`config.mk`:
```
export PLATFORM = sky130hd
export DESIGN_NAME = gba_timer_bank
export DESIGN_NICKNAME = d
export VERILOG_FILES = /design/src/rtl/gba_timer_bank.sv
export SDC_FILE = /design/constraint.sdc
export NUM_CORES = 1
export LEC_CHECK = 0
export ABC_AREA = 1
export BUFFER_PORTS_ARGS = -buffer_cell sky130_fd_sc_hd__buf_4
export CORE_MARGIN = 2
export CORE_UTILIZATION = 50
export CTS_BUF_LIST = sky130_fd_sc_hd__clkbuf_4 sky130_fd_sc_hd__clkbuf_8
export DETAILED_ROUTE_END_ITERATION = 10
export MAX_ROUTING_LAYER = met4
export PLACE_DENSITY = 0.67
export SETUP_SLACK_MARGIN = 0.15
export SKIP_CTS_REPAIR_TIMING = 1
export SLEW_MARGIN = 25
export SYNTH_ARGS = -nofsm -noshare
export SYNTH_HDL_FRONTEND = slang
export SYNTH_SLANG_ARGS = --single-unit
```
`constraint.sdc`:
```
create_clock -name clk -period 2.7 [get_ports clk]
set_input_delay 0.135 -clock clk [delete_from_list [all_inputs] [get_ports clk]]
set_output_delay 0.135 -clock clk [all_outputs]
set_load 0.05 [all_outputs]
```
`src/rtl/gba_timer_bank.sv`:
```
// Bank of GBA-style count-up timers with per-channel reload, prescaler, cascade and IRQ.
// Register window: addr[0] selects counter/reload (0) or control (1); upper bits select the channel.
module gba_timer_bank #(
  parameter int NUM_CH = 4,
  parameter int CNT_W  = 16,
  parameter int PS_W   = 10
) (
  input  logic                     clk,
  input  logic                     rstn,
  input  logic [$clog2(NUM_CH):0]  io_addr,
  input  logic [CNT_W-1:0]         io_data_in,
  input  logic                     io_write,
  input  logic                     io_read,
  output logic [CNT_W-1:0]         io_data_out,
  output logic [NUM_CH-1:0]        overflow,
  output logic [NUM_CH-1:0]        irq
);

  localparam int AW = $clog2(NUM_CH) + 1;

  logic [AW-1:0]    ch_sel;
  logic             reg_sel;
  logic             ch_valid;
  logic [CNT_W-1:0] cnt_rd  [NUM_CH];
  logic [7:0]       ctrl_rd [NUM_CH];
  logic [CNT_W-1:0] rd_next;

  assign ch_sel   = io_addr >> 1;
  assign reg_sel  = io_addr[0];
  assign ch_valid = (ch_sel < AW'(NUM_CH));

  genvar gi;
  generate
    for (gi = 0; gi < NUM_CH; gi++) begin : ch_gen
      logic [CNT_W-1:0] cnt_reg;
      logic [CNT_W-1:0] reload_reg;
      logic [PS_W-1:0]  ps_reg;
      logic [PS_W-1:0]  ps_lim;
      logic [1:0]       ps_sel_reg;
      logic             casc_reg;
      logic             irq_en_reg;
      logic             en_reg;
      logic             ovf_reg;
      logic             irq_reg;
      logic             ctrl_wr;
      logic             reload_wr;
      logic             casc_eff;
      logic             up_wrap;
      logic             tick;
      logic             wrap;

      assign ctrl_wr   = io_write && ch_valid && (ch_sel == AW'(gi)) && reg_sel;
      assign reload_wr = io_write && ch_valid && (ch_sel == AW'(gi)) && !reg_sel;

      // Channel 0 has no upstream, so its cascade bit is stored but never used.
      if (gi == 0) begin : g_head
        assign up_wrap  = 1'b0;
        assign casc_eff = 1'b0;
      end else begin : g_link
        assign up_wrap  = ch_gen[gi-1].wrap;
        assign casc_eff = casc_reg;
      end

      always_comb begin
        ps_lim = '0;
        case (ps_sel_reg)
          2'd0:    ps_lim = '0;
          2'd1:    ps_lim = PS_W'(63);
          2'd2:    ps_lim = PS_W'(255);
          default: ps_lim = PS_W'(1023);
        endcase
      end

      // A control write owns the channel for that cycle: the prescaler restarts and no count is taken.
      assign tick = casc_eff ? up_wrap : (ps_reg == ps_lim);
      assign wrap = en_reg && !ctrl_wr && tick && (cnt_reg == {CNT_W{1'b1}});

      always_ff @(posedge clk or negedge rstn) begin
        if (!rstn) begin
          cnt_reg    <= '0;
          reload_reg <= '0;
          ps_reg     <= '0;
          ps_sel_reg <= '0;
          casc_reg   <= 1'b0;
          irq_en_reg <= 1'b0;
          en_reg     <= 1'b0;
          ovf_reg    <= 1'b0;
          irq_reg    <= 1'b0;
        end else begin
          ovf_reg <= wrap;
          irq_reg <= wrap && irq_en_reg;
          if (reload_wr) begin
            reload_reg <= io_data_in;
          end
          if (ctrl_wr) begin
            ps_sel_reg <= io_data_in[1:0];
            casc_reg   <= io_data_in[2];
            irq_en_reg <= io_data_in[6];
            en_reg     <= io_data_in[7];
            ps_reg     <= '0;
            if (!en_reg && io_data_in[7]) begin
              cnt_reg <= reload_reg;
            end
          end else if (en_reg) begin
            if (!casc_eff) begin
              ps_reg <= (ps_reg == ps_lim) ? '0 : ps_reg + 1'b1;
            end
            if (tick) begin
              cnt_reg <= wrap ? reload_reg : cnt_reg + 1'b1;
            end
          end
        end
      end

      assign cnt_rd[gi]   = cnt_reg;
      assign ctrl_rd[gi]  = {en_reg, irq_en_reg, 3'b000, casc_reg, ps_sel_reg};
      assign overflow[gi] = ovf_reg;
      assign irq[gi]      = irq_reg;
    end
  endgenerate

  always_comb begin
    rd_next = '0;
    for (int i = 0; i < NUM_CH; i++) begin
      if (ch_valid && (ch_sel == AW'(i))) begin
        rd_next = reg_sel ? CNT_W'(ctrl_rd[i]) : cnt_rd[i];
      end
    end
  end

  always_ff @(posedge clk or negedge rstn) begin
    if (!rstn) begin
      io_data_out <= '0;
    end else if (io_read) begin
      io_data_out <= rd_next;
    end
  end

endmodule

```
; After elaboration in Yosys (flattened, before gate mapping)
; Cells that the tools add are included.
[op_classes]
reduce_logical = 66
magnitude_cmp = 1
mux = 50
eq_ne = 26
addsub = 8
[ops]
columns = cell, count
row1 = two-way mux 16 bit, 28
row2 = two-way mux 10 bit, 15
row3 = one-hot mux 10 bit (3 select lines), 4
row4 = "adder 16 x 1 -> 16 bit, second input constant", 4
row5 = "equality test 16 bit, second input constant", 4
row6 = "adder 10 x 1 -> 10 bit, second input constant", 4
row7 = equality test 10 bit, 4
row8 = logical AND 1 bit, 37
row9 = nonzero test 2 bit, 8
row10 = "inequality test 2 x 1 -> 1 bit, second input constant", 7
row11 = "equality test 2 bit, second input constant", 6
row12 = AND reduction 3 bit, 4
row13 = "equality test 2 x 1 -> 1 bit, second input constant", 5
row14 = zero test 1 bit, 9
row15 = zero test 2 bit, 4
row16 = AND reduction 2 bit, 3
row17 = zero test 3 bit, 1
row18 = "less-than comparator 2 x 3 -> 1 bit, second input constant", 1
row19 = two-way mux 1 bit, 3
[totals]
output_inout_bits = 24
reg_bits = 212
elab_cells = 188
inputBits = 23

; Longest topological paths before layout
; Gate-level depths: netlist of run 1.
[depth]
word_depth = 21
mapped_depth = 18

; Worst setup path before layout of run 1
; No wires, ideal clock.
[synth_path]
path_type = reg2reg
start = reg ch_gen[1].cnt_reg[0]
end = reg ch_gen[3].cnt_reg[10]
period_less_slack_ns = 2.148
required_time_ns = 2.582
setup_slack_ns = 0.552
arrival_ns = 2.030
path_buffers = 1
stages_incl_launch_ff = 18
path_cell_list = dfrtp_1 > ha_1 > nand2_2 > nor2_4 > nand3_2 > nor2_2 > nand3_2 > nor2_2 > nand3_4 > nand2_4 > nand3_4 > nand2_4 > nand3_4 > nand2_4 > buf_8 > nand2_2 > nand3_1 > nand2_1
[synth_via]
elab_chain_len = 12
word_cells_on_any_way = 14
classes_between = eq/ne (1) / mux (6) / reduce/logical (7)
[synth_lines]
columns = item, line_no
row1 = "start, declared", 35  ; logic [CNT_W-1:0] cnt_reg;
row2 = "start signal, assigned", 102  ; cnt_reg <= reload_reg;
row3 = "start signal, assigned", 109  ; cnt_reg <= wrap ? reload_reg : cnt_reg + 1'b1;
row4 = equality test 16 bit (*), 76  ; assign wrap = en_reg && !ctrl_wr && tick && (cnt_reg == {CNT_W{1'b1}});
row5 = logical AND 1 bit (*), 76
row6 = two-way mux 1 bit (*), 75  ; assign tick = casc_eff ? up_wrap : (ps_reg == ps_lim);
row7 = logical AND 1 bit (*) (2 in a row), 76
row8 = two-way mux 1 bit (*), 75
row9 = logical AND 1 bit (2 in a row), 76
row10 = two-way mux 16 bit, 109
row11 = two-way mux 16 bit, 108  ; if (tick) begin
row12 = two-way mux 16 bit, 104  ; end else if (en_reg) begin
row13 = two-way mux 16 bit, 95  ; if (ctrl_wr) begin
row14 = "end signal, assigned", 102
row15 = "end signal, assigned", 109
row16 = "end, declared", 35
; Every way passes the cells marked *; elsewhere a longest branch is shown, timed or not. The select of a mux whose other input is x is not followed.
; A chain may end at the register's enable or synchronous reset.

; Worst setup path after layout of run 1
[layout_path]
start = reg ch_gen[1].cnt_reg[1]
end = reg ch_gen[3].cnt_reg[4]
; Same word-level chain as after synthesis.

==> results of run 1 <==
==> kinds of logic (layout without fill, tap and decap cells) <==
kind of cell	count (synthesis)	in the layout
AO/OA/AOI/OAI	313	313
XOR/XNOR	49	49
adder cells (fa/ha/maj)	8	8
buffers and inverters	231	335
flip-flops	212	212
AND/OR/NAND/NOR	590	590
==> synth_stat cells, drive strengths merged <==
| library cell | count |
|---|---|
| nand2 | 318 |
| dfrtp | 212 |
| o21ai | 190 |
| inv | 173 |
| nor2 | 107 |
| nand3 | 102 |
| a21oi | 41 |
| xor2 | 41 |
| clkbuf | 33 |
| nor3 | 25 |
| buf | 24 |
| o22ai | 22 |
| or2 | 19 |
| o211ai | 18 |
| a31oi | 11 |
| nand4 | 11 |
| ha | 8 |
| xnor2 | 8 |
| a32o | 6 |
| nor4 | 5 |
| a211oi | 4 |
| a32oi | 4 |
| o221ai | 3 |
| o31ai | 3 |
| a2111oi | 2 |
| a221oi | 2 |
| a22oi | 2 |
| nor3b | 2 |
| o211a | 2 |
| and2 | 1 |
| clkinv | 1 |
| o2111ai | 1 |
| o21bai | 1 |
| o32ai | 1 |
==> layer usage <==
| layer | GRT usage (%) | vias up | routed length [um] |
|---|---|---|---|
| met5 | - | - | 0 |
| met4 | 11.58 | 0 | 1275 |
| met3 | 4.002 | 90 | 1762 |
| met2 | 38.03 | 304 | 12970 |
| met1 | 34.83 | 4580 | 13250 |
| li1 | - | 4793 | - |
==> power groups by stage <==
stage	clock, mW	sequential, mW	combinational [mW]
2_1_floorplan	0	4.82	2.08
3_3_place_gp	0	4.85	2.89
3_5_place_dp	0	4.87	2.97
4_1_cts	3.24	4.83	2.99
5_1_grt	3.38	4.98	3.51
6_report	3.19	4.86	3.08
==> worst max-delay path: cells and delay by family, from the launching register on <==
family | cells | cell delay [ns]
fa+ha+maj | 1 | 0.20
buf+inv | 1 | 0.19
flops | 1 | 0.38
simple gates | 14 | 1.59
==> layout make-up <==
type / instances / area (um^2) / area share [%]
flip-flops and latches: 212 / 5306 / 40.87
multi-input cells: 960 / 5090 / 39.20
clock buffers: 62 / 778.2 / 5.993
repair buffers: 91 / 747.0 / 5.753
inverters: 174 / 661.9 / 5.097
well taps: 280 / 350.3 / 2.698
clock inverters: 6 / 36.28 / 0.2794
repair inverters: 2 / 15.01 / 0.1156
==> stage by stage <==
stage	power, mW	utilization [%]	hold WS, ns	worst slack, ns
2_1_floorplan	6.899	-	-0.1606	0.5522
3_3_place_gp	7.741	54.14	0.2030	0.1747
3_5_place_dp	7.848	54.21	0.1993	0.05055
4_1_cts	11.06	57.93	-0.3780	0.04227
5_1_grt	11.87	59.32	0.01752	0.1052
6_report	11.13	59.32	-0.02265	0.2517
==> path summary, 6_finish.rpt <==
check                                         from                       end
max in group asynchronous                     rstn     ch_gen[1].cnt_reg[11]
min in group asynchronous                     rstn      ch_gen[0].cnt_reg[6]
min                                 io_data_in[15]  ch_gen[1].reload_reg[15]
max reg2reg                   ch_gen[1].cnt_reg[1]      ch_gen[3].cnt_reg[4]
min reg2reg                ch_gen[2].reload_reg[7]   ch_gen[2].reload_reg[7]
max                           ch_gen[1].cnt_reg[1]      ch_gen[3].cnt_reg[4]
==> impl_metrics.tcl, run 1 <==
set metrics [dict create \
    first_global_vias 9161 \
    synth.yosys.warnings 0 \
    mostFrequentLayoutCell "nand2_1" \
    skew_pair_late_insertion_delay_ns 0.56 \
    postSynthAreaPerCell_um2 7.982 \
    place.detailed.hpwl_mm 20.43 \
    number_of_cells_on_the_worst_reg_to_reg_path 16 \
    yosys.area_share.simple_pct 23.72 \
    fin_crit_ns 2.448 \
    failing_checks "hold timing" \
    placed_area_um2 11870 \
    synth_top_family_by_area "simple AND/OR/NAND/NOR gates" \
    placeableCoreArea_um2 21890 \
    p_int_mw 7.026 \
    fin_hold_ws_ns -0.02265 \
    netlist_instances 1403 \
    firstDrtPassIters 5 \
    hp-class "input port to flop" \
    timing.critical_path.from_type "flop" \
    synth_seq_area_share_pct 47.37 \
    antennaDiodeCount 0 \
    area.growth.synth_to_final_pct 15.96 \
    worstMarginPinSlew_ns 0.8579 \
    worst_path_largest_cell_delay_ns 0.38 \
    timing.final.crit_share_pct 90.68 \
    clkSlewWorstSetupHoldPaths_ns 0.06 \
    run_status "finished with violations" \
    setup_viol 0 \
    maxCapViolations 0 \
    netlist.top_cell.by_area "dfrtp_1" \
    layout.cells.most_common_list "nand2_1, dfrtp_1, o21ai_0" \
    power_frac_comb_pct 27.7 \
    crit_chain "ha_1 > nand2_2 > nor2_4 > nand3_2 > nor2_4 > nand3_2 > nor2_4 > nand3_4 > nand2_4 > nand3_4 > nand2_4 > nand3_4 > buf_12 > nand3_1 > nand3_1 > nand2_1" \
    power.sequential.fraction_pct 43.6 \
    cell_pwr_density_nw_per_um2 856.8 \
    totalWireLength_mm 29.26 \
    ys_seq_elements 212 \
    cts_root_buffer "clkbuf_8" \
    cp_data_arrival_time_ns 2.92 \
    nNetsFinal 1511 \
    final_cell_count_no_fill 1787 \
    initial_utilization_pct 51.15 \
    synthesized_cell_area_um2 11200 \
    hold-path-cell-count 3 \
    r2r_slack_ns 0.25 \
    crit_path_top_delay_cell "dfrtp_1" \
    viasPerCell 5.466 \
    synth-compound-area-share_pct 15.91 \
    final_area_um2 12990 \
    synth_area_leaders "dfrtp_1, nand2_1, o21ai_0, inv_1, nand3_1" \
    vdd.ir_drop.worst_mv 0.4316 \
    drt_first_iter_violations 646 \
    cts-htree-levels 2 \
    relSlewSlack_pct 42.67 \
    timing.critical_path.to_type "flop" \
    rsz0062_at_grt "yes" \
    die-width_um 153.7 \
    portBuffers 46 \
    crit_type "flop to flop" \
    critical_path_required_ns 3.17 \
    design.portCount 47 \
    clock_power_share_pct 28.7 \
    final_max_slew_viol_count 0 \
    p_sw_share_pct 36.85 \
    area_share_of_xor_xnor_cells_in_the_synthesized_design_pct 3.832 \
    worst_skew_ns 0.02818 \
    maximum_number_of_pins_on_one_net_before_global_route_repair 88 \
    detailroute.via_count 9767 \
    mappedNetlistNets 1434 \
    timing_hold_violations_final 3 \
    detail_route.wl_per_cell_um 16.37 \
    fraction_of_layout_instances_using_a_drive_strength_above_1_pct 14.66 \
    switching_power_mw 4.100 \
    static-leakage-power_nw 6.174 \
    antenna_violations_before_repair 0 \
    grt_first_pass_wirelength_mm 47.52 \
    cts.sinks 212 \
    post_synth_mux_area_share_pct 0 \
    setup-tns-final_ns 0 \
    die_boundary_height_um 153.7 \
    die_area_um2 23610 \
    row_count 54 \
    ant_nets 0 \
    fmax_ghz 0.4084 \
    gr-usage-all-layers_pct 25.60 \
    drc 0 \
    cts_tree "built" \
    post_synth_num_cell_types 52 \
    path_max_fanout 18 \
    yosys.area.top_type_share_pct 47.37 \
    placedCellCount 1699 \
    cts_buffers 39 \
    place_congestion 0.9533 \
    yosys.area_share.adder_pct 0.8939 \
    grt-ovfl-total 0 \
    n_fill_cell 2022 \
    max-clock-path-buffers 3 \
]
Note: power is estimated with default switching activity, not from simulation.
==> run 2: changes to the inputs <==
==> constraint.sdc (replaced) <==
create_clock -name clk -period 2.7 [get_ports clk]
set_input_delay 0.54 -clock clk [delete_from_list [all_inputs] [get_ports clk]]
set_output_delay 0.54 -clock clk [all_outputs]
set_load 0.05 [all_outputs]
==> run 2 against run 1 <==
The flow still finishes with violations (hold timing). Register-to-register slack improved by 0.06 ns. Combinational power hardly changed. Cell count down 0.39%. Global-route usage increased by 0.44 points. Critical path depth down 1. Maximum frequency rose by 2.5%. First-iteration DRC count up 6.8%.
==> impl_metrics.tcl, run 2 (synthesis results as in run 1) <==
set metrics [dict create \
    run_status "finished with violations" \
    failing_checks "hold timing" \
    cts_tree "built" \
    path_max_fanout 31 \
    nNetsFinal 1502 \
    detail_route.wl_per_cell_um 16.49 \
    fraction_of_layout_instances_using_a_drive_strength_above_1_pct 14.87 \
    grt-ovfl-total 0 \
    totalWireLength_mm 29.35 \
    drc 0 \
    gr-usage-all-layers_pct 26.03 \
    grt_first_pass_wirelength_mm 48.30 \
    path_common_cell "nor2_4" \
    worstMarginPinSlew_ns 0.8551 \
    crit_path_top_delay_cell "dfrtp_1" \
    rsz0062_at_grt "yes" \
    area.growth.synth_to_final_pct 15.37 \
    die-width_um 153.7 \
    firstDrtPassIters 7 \
    design.portCount 47 \
    hp-class "input port to async pin" \
    antenna_violations_before_repair 0 \
    skew_pair_late_insertion_delay_ns 0.54 \
    vdd.ir_drop.worst_mv 0.4320 \
    crit_chain "ha_2 > nand2_2 > nor2_4 > nand3_2 > nor2_4 > nand3_2 > nor2_4 > nand3_4 > nand2_4 > nand3_4 > nand2_4 > inv_6 > or2_2 > nand3_1 > o21ai_0" \
    crit_type "flop to flop" \
    detailroute.via_count 9671 \
    ant_nets 0 \
    drt_first_iter_violations 690 \
    static-leakage-power_nw 6.172 \
    timing.final.crit_share_pct 88.45 \
    worst_path_largest_cell_delay_ns 0.41 \
    cts_buffers 39 \
    portBuffers 46 \
    cts.sinks 212 \
    n_fill_cell 2042 \
    layout.cells.most_common_list "nand2_1, dfrtp_1, o21ai_0" \
    relSlewSlack_pct 42.86 \
    final_max_slew_viol_count 0 \
    utilization_pct 59.02 \
    place_congestion 0.9224 \
    maxCapViolations 0 \
    worst_skew_ns 0.02495 \
    viasPerCell 5.433 \
    timing_hold_violations_final 6 \
    mostFrequentLayoutCell "nand2_1" \
    cp_data_arrival_time_ns 2.80 \
    fin_crit_ns 2.388 \
    die_area_um2 23610 \
    fin_hold_ws_ns -0.01490 \
    initial_utilization_pct 51.15 \
    row_count 54 \
    cell_pwr_density_nw_per_um2 871.1 \
    timing.critical_path.from_type "flop" \
    placeableCoreArea_um2 21890 \
    first_global_vias 9224 \
    cts-htree-levels 2 \
    cts_root_buffer "clkbuf_8" \
    max-clock-path-buffers 3 \
    antennaDiodeCount 0 \
    multi_input_area_um2 5079 \
    fmax_ghz 0.4187 \
    clkSlewWorstSetupHoldPaths_ns 0.06 \
    die_boundary_height_um 153.7 \
    setup_viol 0 \
    timing.critical_path.to_type "flop" \
    maximum_number_of_pins_on_one_net_before_global_route_repair 75 \
    critical_path_required_ns 3.11 \
    register_cell_area_after_layout_um2 5305 \
    place.detailed.hpwl_mm 20.57 \
    setup-tns-final_ns 0 \
]
==> run 2: changes by cell type in the layout (fill, tap and decap cells not counted), moves of 2 or more <==
cell	before	now
nand2_2	19	16
bufinv_16	0	2
buf_4	74	77
nor2_2	7	9
clkbuf_4	12	10
nor2_4	6	4
nand2_1	293	296
clkinv_2	4	9
dlygate4sd3_1	13	0
==> run 2: stage by stage <==
| step | std cells | instance area, um^2 | hold slack (ns) | worst slack, ns | total power [mW] |
|---|---|---|---|---|---|
| finish | 1780 | 12920 | -0.01490 | 0.3119 | 11.25 |
| global route | 1780 | 12920 | 0.002840 | 0.1408 | 12.03 |
| CTS | 1772 | 12760 | -0.005455 | 0.08175 | 11.25 |
| detailed placement | 1702 | 11910 | 0.4683 | 0.08820 | 7.884 |
| global placement | 1702 | 11910 | 0.4627 | 0.2063 | 7.801 |
| floorplan | 1403 | 11200 | 0.2444 | 0.5522 | 6.899 |
==> run 2: layout make-up <==
cell class,count,share of cell area [%]
clock buffer,59,5.801
clock inverter,11,0.8135
inverter,174,5.142
multi-input combinational,960,39.31
sequential,212,41.06
tap,280,2.712
timing repair buffer,81,4.987
timing repair inverter,3,0.1743
==> run 2: worst paths after layout <==
path	startpoint	end	slack, ns	cells after the start
hold / removal	rstn	ch_gen[0].ps_reg[3]	-0.01	1
setup / recovery	ch_gen[1].cnt_reg[0]	ch_gen[2].cnt_reg[15]	0.31	15
min in group clk	io_read	io_data_out[2]	0.25	2
max in group asynchronous	rstn	ch_gen[3].ps_reg[6]	1.88	2
hold reg to reg	ch_gen[2].reload_reg[1]	ch_gen[2].reload_reg[1]	0.47	2
setup reg to reg	ch_gen[1].cnt_reg[0]	ch_gen[2].cnt_reg[15]	0.31	15
==> run 2: power breakdown <==
group / internal (mW) / switching (mW)
clock network: 1.97 / 1.36
registers: 4.04 / 0.822
logic: 1.15 / 1.92
total: 7.15 / 4.10
==> run 2: per-layer routing <==
metal / part of all wire [%] / up-vias / track usage, % / routed length [um]
li1: - / 4770 / - / -
met1: 46 / 4583 / 35.37 / 13360
met2: 46 / 253 / 39.87 / 13500
met3: 5.1 / 65 / 3.664 / 1502
met4: 3.4 / 0 / 10.05 / 991
met5: 0 / - / - / 0
==> run 2: critical path, delay by kind of cell, from the launching register on <==
kind,cells,cell delay [ns]
adders and majority gates,1,0.21
DFF,1,0.41
and+or+nand+nor,12,1.49
AOI/OAI and AO/OA,1,0.07
buffers and inverters,1,0.09
